==> config.mk <==
export PLATFORM = sky130hd
export DESIGN_NAME = led_fade_driver
export DESIGN_NICKNAME = d
export VERILOG_FILES = /design/src/rtl/led_pkg.sv /design/src/rtl/led_pwm.sv /design/src/rtl/led_fade_driver.sv
export SDC_FILE = /design/constraint.sdc
export NUM_CORES = 1
export LEC_CHECK = 0
export CAP_MARGIN = 20
export CORE_MARGIN = 4
export CORE_UTILIZATION = 54
export CTS_CLUSTER_DIAMETER = 120
export DETAILED_ROUTE_END_ITERATION = 12
export DONT_BUFFER_PORTS = 1
export PLACE_DENSITY_LB_ADDON = 0.05
export SYNTH_ARGS = -nofsm -noshare
export SYNTH_HDL_FRONTEND = slang
export SYNTH_HIERARCHICAL = 1
export SYNTH_SLANG_ARGS = --single-unit
==> constraint.sdc <==
create_clock -name CLK -period 3.1 [get_ports CLK]
set_clock_uncertainty 0.15 [all_clocks]
set_input_delay 0.465 -clock CLK [delete_from_list [all_inputs] [get_ports CLK]]
set_output_delay 0.465 -clock CLK [all_outputs]
set_load 0.02 [all_outputs]
==> src/rtl/led_pkg.sv <==
// Shared constants and FSM encoding for the LED driver family.
// Imported by the fade driver, its PWM slice and the pattern generators.
package led_pkg;

    localparam int PWM_BITS_DFLT = 8;
    localparam int CLK_HZ        = 50_000_000;
    localparam int ONE_SEC       = CLK_HZ;
    localparam int HALF_SEC      = CLK_HZ / 2;

    typedef enum logic [1:0] {
        OFF       = 2'd0,
        RAMP_UP   = 2'd1,
        ON        = 2'd2,
        RAMP_DOWN = 2'd3
    } fade_state_t;

endpackage

==> src/rtl/led_pwm.sv <==
// Free-running PWM slice: registered pin from counter vs level.
// Full-scale level drives the pin solidly on, with no 1/256 gap.
module led_pwm
    import led_pkg::*;
#(
    parameter int BITS = PWM_BITS_DFLT
) (
    input  logic            CLK,
    input  logic            RSTn,
    input  logic [BITS-1:0] level,
    output logic            pin
);

    logic [BITS-1:0] cnt;

    always_ff @(posedge CLK or negedge RSTn) begin
        if (!RSTn) begin
            cnt <= '0;
            pin <= 1'b0;
        end else begin
            cnt <= cnt + 1'b1;
            pin <= (&level) | (cnt < level);
        end
    end

endmodule

==> src/rtl/led_fade_driver.sv <==
// Soft-fade LED driver: linear brightness ramp between off and full on.
// The FSM and step timer live here; the PWM output stage is led_pwm.
module led_fade_driver
    import led_pkg::*;
#(
    parameter int          PWM_BITS  = PWM_BITS_DFLT,
    parameter logic [27:0] RAMP_STEP = 28'd97_656
) (
    input  logic                CLK,
    input  logic                RSTn,
    input  logic                LED_Req,
    output logic                LED_Pin,
    output logic [PWM_BITS-1:0] Level_Out,
    output logic                Busy
);

    localparam logic [PWM_BITS-1:0] LVL_MAX   = '1;
    localparam logic [27:0]         STEP_LAST = RAMP_STEP - 28'd1;

    fade_state_t         state;
    fade_state_t         state_nx;
    logic [PWM_BITS-1:0] level_nx;
    logic [27:0]         step_cnt;
    logic [27:0]         step_nx;
    logic                step_done;

    assign step_done = (step_cnt == STEP_LAST);
    assign Busy      = (state == RAMP_UP) || (state == RAMP_DOWN);

    always_ff @(posedge CLK or negedge RSTn) begin
        if (!RSTn) begin
            state     <= OFF;
            Level_Out <= '0;
            step_cnt  <= '0;
        end else begin
            state     <= state_nx;
            Level_Out <= level_nx;
            step_cnt  <= step_nx;
        end
    end

    // Direction change takes priority over a completing step.
    always_comb begin
        state_nx = state;
        level_nx = Level_Out;
        step_nx  = '0;
        unique case (state)
            OFF: begin
                if (LED_Req) state_nx = RAMP_UP;
            end
            ON: begin
                if (!LED_Req) state_nx = RAMP_DOWN;
            end
            RAMP_UP: begin
                if (!LED_Req) begin
                    state_nx = RAMP_DOWN;
                end else if (Level_Out == LVL_MAX) begin
                    state_nx = ON;
                end else if (step_done) begin
                    level_nx = Level_Out + 1'b1;
                    if (level_nx == LVL_MAX) state_nx = ON;
                end else begin
                    step_nx = step_cnt + 28'd1;
                end
            end
            RAMP_DOWN: begin
                if (LED_Req) begin
                    state_nx = RAMP_UP;
                end else if (Level_Out == '0) begin
                    state_nx = OFF;
                end else if (step_done) begin
                    level_nx = Level_Out - 1'b1;
                    if (level_nx == '0) state_nx = OFF;
                end else begin
                    step_nx = step_cnt + 28'd1;
                end
            end
        endcase
    end

    led_pwm #(
        .BITS (PWM_BITS)
    ) u_pwm (
        .CLK   (CLK),
        .RSTn  (RSTn),
        .level (Level_Out),
        .pin   (LED_Pin)
    );

endmodule

==> out/results.txt <==
CTS sink cnt: 47
Delay of the slowest critical-path stage: 0.46 ns
Syn_area_per_cell: 9.53 um2
Layout area overhead: 7.26%
Fraction of registers with async set/reset: 100%
Post-route ant nets: 0
Routed WL per cell: 14.5 um
Initial Util: 56.0%
Switching part of the total: 30.6%
CP Cell Sequence: ha_1, and4b_1, o21ai_1, a2111oi_2, o221a_2, o21ai_2, mux2_4
Outcome: finished, final reports clean
Vias in the first global route: 2043
Max-slew headroom: 58.9%
TritonCTS Buffers: 5
Hold Path Class: flip-flop to flip-flop
Leading post-synthesis cells by cell area: dfrtp_1 41%, ha_1 8.3%, xor2_1 6.4%, xnor2_1 5.5%, nor2_1 5.3%
Initial antenna violation count: 0
Area fraction of the dominant cell type after synthesis: 40.9%
Worst skew pair latency: 0.30 ns
H-tree depth: 2
TritonCTS clock tree: built
Via/cell ratio: 5.57
Total wire length: 5.44 mm
Vias: 2093
Grt ovf: 0
Commonest cells post-synth: 47 x dfrtp_1, 41 x nor2_1, 22 x inv_1
Switching power: 0.000447 W
DR DRC count: 0
CTS resizes: 0
Setup violations, final: 0
Sequential share of the synthesized area: 40.9%
Clk slew on worst S/H paths: 0.10 ns
Min cycle time layout: 2.41 ns
Peak supply drop: 380 uV
Clk network pwr share: 31.7%
CP endpoint kind: flip-flop
Mapped Area: 2880 um2
Synth cell types: 50
Crit path DAT: 2.45 ns
Top cell type by total area after synthesis: dfrtp_1
Internal power: 0.00101 W
Mapped Cells: 302
Layout Utilization: 60.1%
RSZ-0062 raised after global routing: false
Share of layout cells above drive strength 1: 8.50%
Synth Register Bits: 47
Worst slew pin tran: 0.616 ns
Nets: 327
Mapped Nets: 324
Largest net degree at the start of global routing: 48
Crit path kind: flip-flop to flip-flop
Number of synthesized flops with an enable pin: 0
Setup crit start kind: flip-flop
Required @ worst endpoint: 3.14 ns
Reg power frac: 45.2%
Die Y: 81.0 um
Initial DRC count: 72
Row count: 26
Comb pwr share: 23.2%
# Max-Cap Violations: 0
Top_reg_cell synth: dfrtp_1
Sum Neg Setup Slack: 0 ns
Critical Path Slowest Stage Cell: dfrtp_1
Synthesis Warnings: 6
Top Ports: 13
Most common cell in the netlist: dfrtp_1
Max Slew Vio Count: 0
Global-route wire length before repair: 9.72 mm
Max Buffers Root-to-Sink: 2
Fin crit share: 77.7%
All-layer global routing usage: 18.9%
Die width: 81.0 um
Power density over the cells: 473 nW/um2
Pre-antenna DRT Iters: 4
CTS root buf: clkbuf_8
DP Wirelength: 3.77 mm
FMAX: 0.415 GHz
Leakage: 1.31 nW
Ant diodes: 0
Core area: 5140 um2
CP Max Fanout: 6
Port bufs: 0
Die Area: 6560 um2
Hold Vio Cnt, Final: 0
RePlAce Congestion: 0.788
cells in the final DEF (no fill, tap or decap), types with 2 or more instances in the layout:
cell type,n
a211o_1,3
a21oi_1,6
a31oi_1,3
and2_1,3
and3_1,6
and4_1,4
and4b_1,2
buf_4,5
clkbuf_8,5
dfrtp_1,47
ha_1,19
inv_1,22
mux2i_1,2
nand2_1,12
nand3_1,16
nand4_1,11
nor2_1,41
nor2b_1,5
nor3_1,8
nor3_2,4
nor4_1,3
nor4b_1,2
o21ai_0,4
o21ai_1,3
or2_2,2
or3_1,3
xnor2_1,18
xor2_1,21
path summary, 6_finish.rpt:
kind	cells past startpoint	to	slack [ns]	startpoint
setup / recovery	7	state[1]	0.69	Level_Out[0]
hold / removal	1	u_pwm/cnt[7]	0.34	u_pwm/cnt[7]
setup reg to reg	7	state[1]	0.69	Level_Out[0]
hold reg to reg	1	u_pwm/cnt[7]	0.34	u_pwm/cnt[7]
max in group asynchronous	2	step_cnt[7]	2.05	RSTn
min in group asynchronous	2	Level_Out[4]	0.53	RSTn
critical path: cells and delay by family (launching register included):
kind / cells / cell delay, ns
AO/OA/AOI/OAI: 4 / 0.83
adder cells (fa/ha/maj): 1 / 0.30
flip-flops: 1 / 0.46
multiplexers: 1 / 0.29
AND/OR/NAND/NOR: 1 / 0.26
routing by layer:
layer  vias to the layer above  GRT usage [%]  share of wire [%]
met5                         -              0                  0
met3                         7           4.21                4.2
met1                       998           24.5                 46
li1                       1047              -                  -
met2                        41           31.5                 49
met4                         0           5.91                1.2
power by group through the flow:
stage / logic [W] / registers [W] / clock network, W
after detailed placement: 0.000321 / 0.000672 / 0
after CTS: 0.000340 / 0.000660 / 0.000477
final: 0.000338 / 0.000659 / 0.000462
after global routing: 0.000380 / 0.000664 / 0.000504
after global placement: 0.000321 / 0.000670 / 0
after floorplan: 0.000271 / 0.000665 / 0
per-stage QoR:
stage / total power [W] / worst slack, ns / cell area [um2] / hold WS, ns / cells
after floorplan: 0.000937 / 0.622 / 2880 / 0.0194 / 302
after global placement: 0.000992 / 0.753 / 2940 / 0.0205 / 366
after detailed placement: 0.000993 / 0.697 / 2940 / 0.0206 / 366
after CTS: 0.00148 / 0.672 / 3090 / 0.348 / 376
after global routing: 0.00155 / 0.475 / 3090 / 0.368 / 376
final: 0.00146 / 0.691 / 3090 / 0.344 / 376
cell type report:
cell class / count / area, um2
well taps: 70 / 87.6
clock inverters: 3 / 46.3
fillers: 482 / 2050
repair buffers: 7 / 75.1
inverters: 22 / 82.6
flip-flops and latches: 47 / 1180
clock buffers: 5 / 68.8
multi-input cells: 222 / 1550
cells by family (layout without fill, tap and decap cells):
family / Yosys count / after routing / synth area share, %
adders and majority gates: 19 / 19 / 8.26
DFF: 47 / 47 / 40.9
xor gates and xnor gates: 39 / 39 / 11.9
AOI/OAI and AO/OA: 33 / 33 / 8.56
muxes: 4 / 4 / 1.61
and+or+nand+nor: 127 / 127 / 23.6
buffers and inverters: 33 / 37 / 5.26
timing repair:
item / in CTS / in global routing
buffers inserted: 0 / 0
endpoints found under the hold margin: 47 / 0
hold buffers: 2 / 0
registers in the layout, summed over array words and instances, names as in the netlist:
| register | cells |
|---|---|
| step_cnt | 28 |
| u_pwm/pin | 1 |
| u_pwm/cnt | 8 |
| Level_Out | 8 |
| state | 2 |
Power figures use the tool's default switching activity.
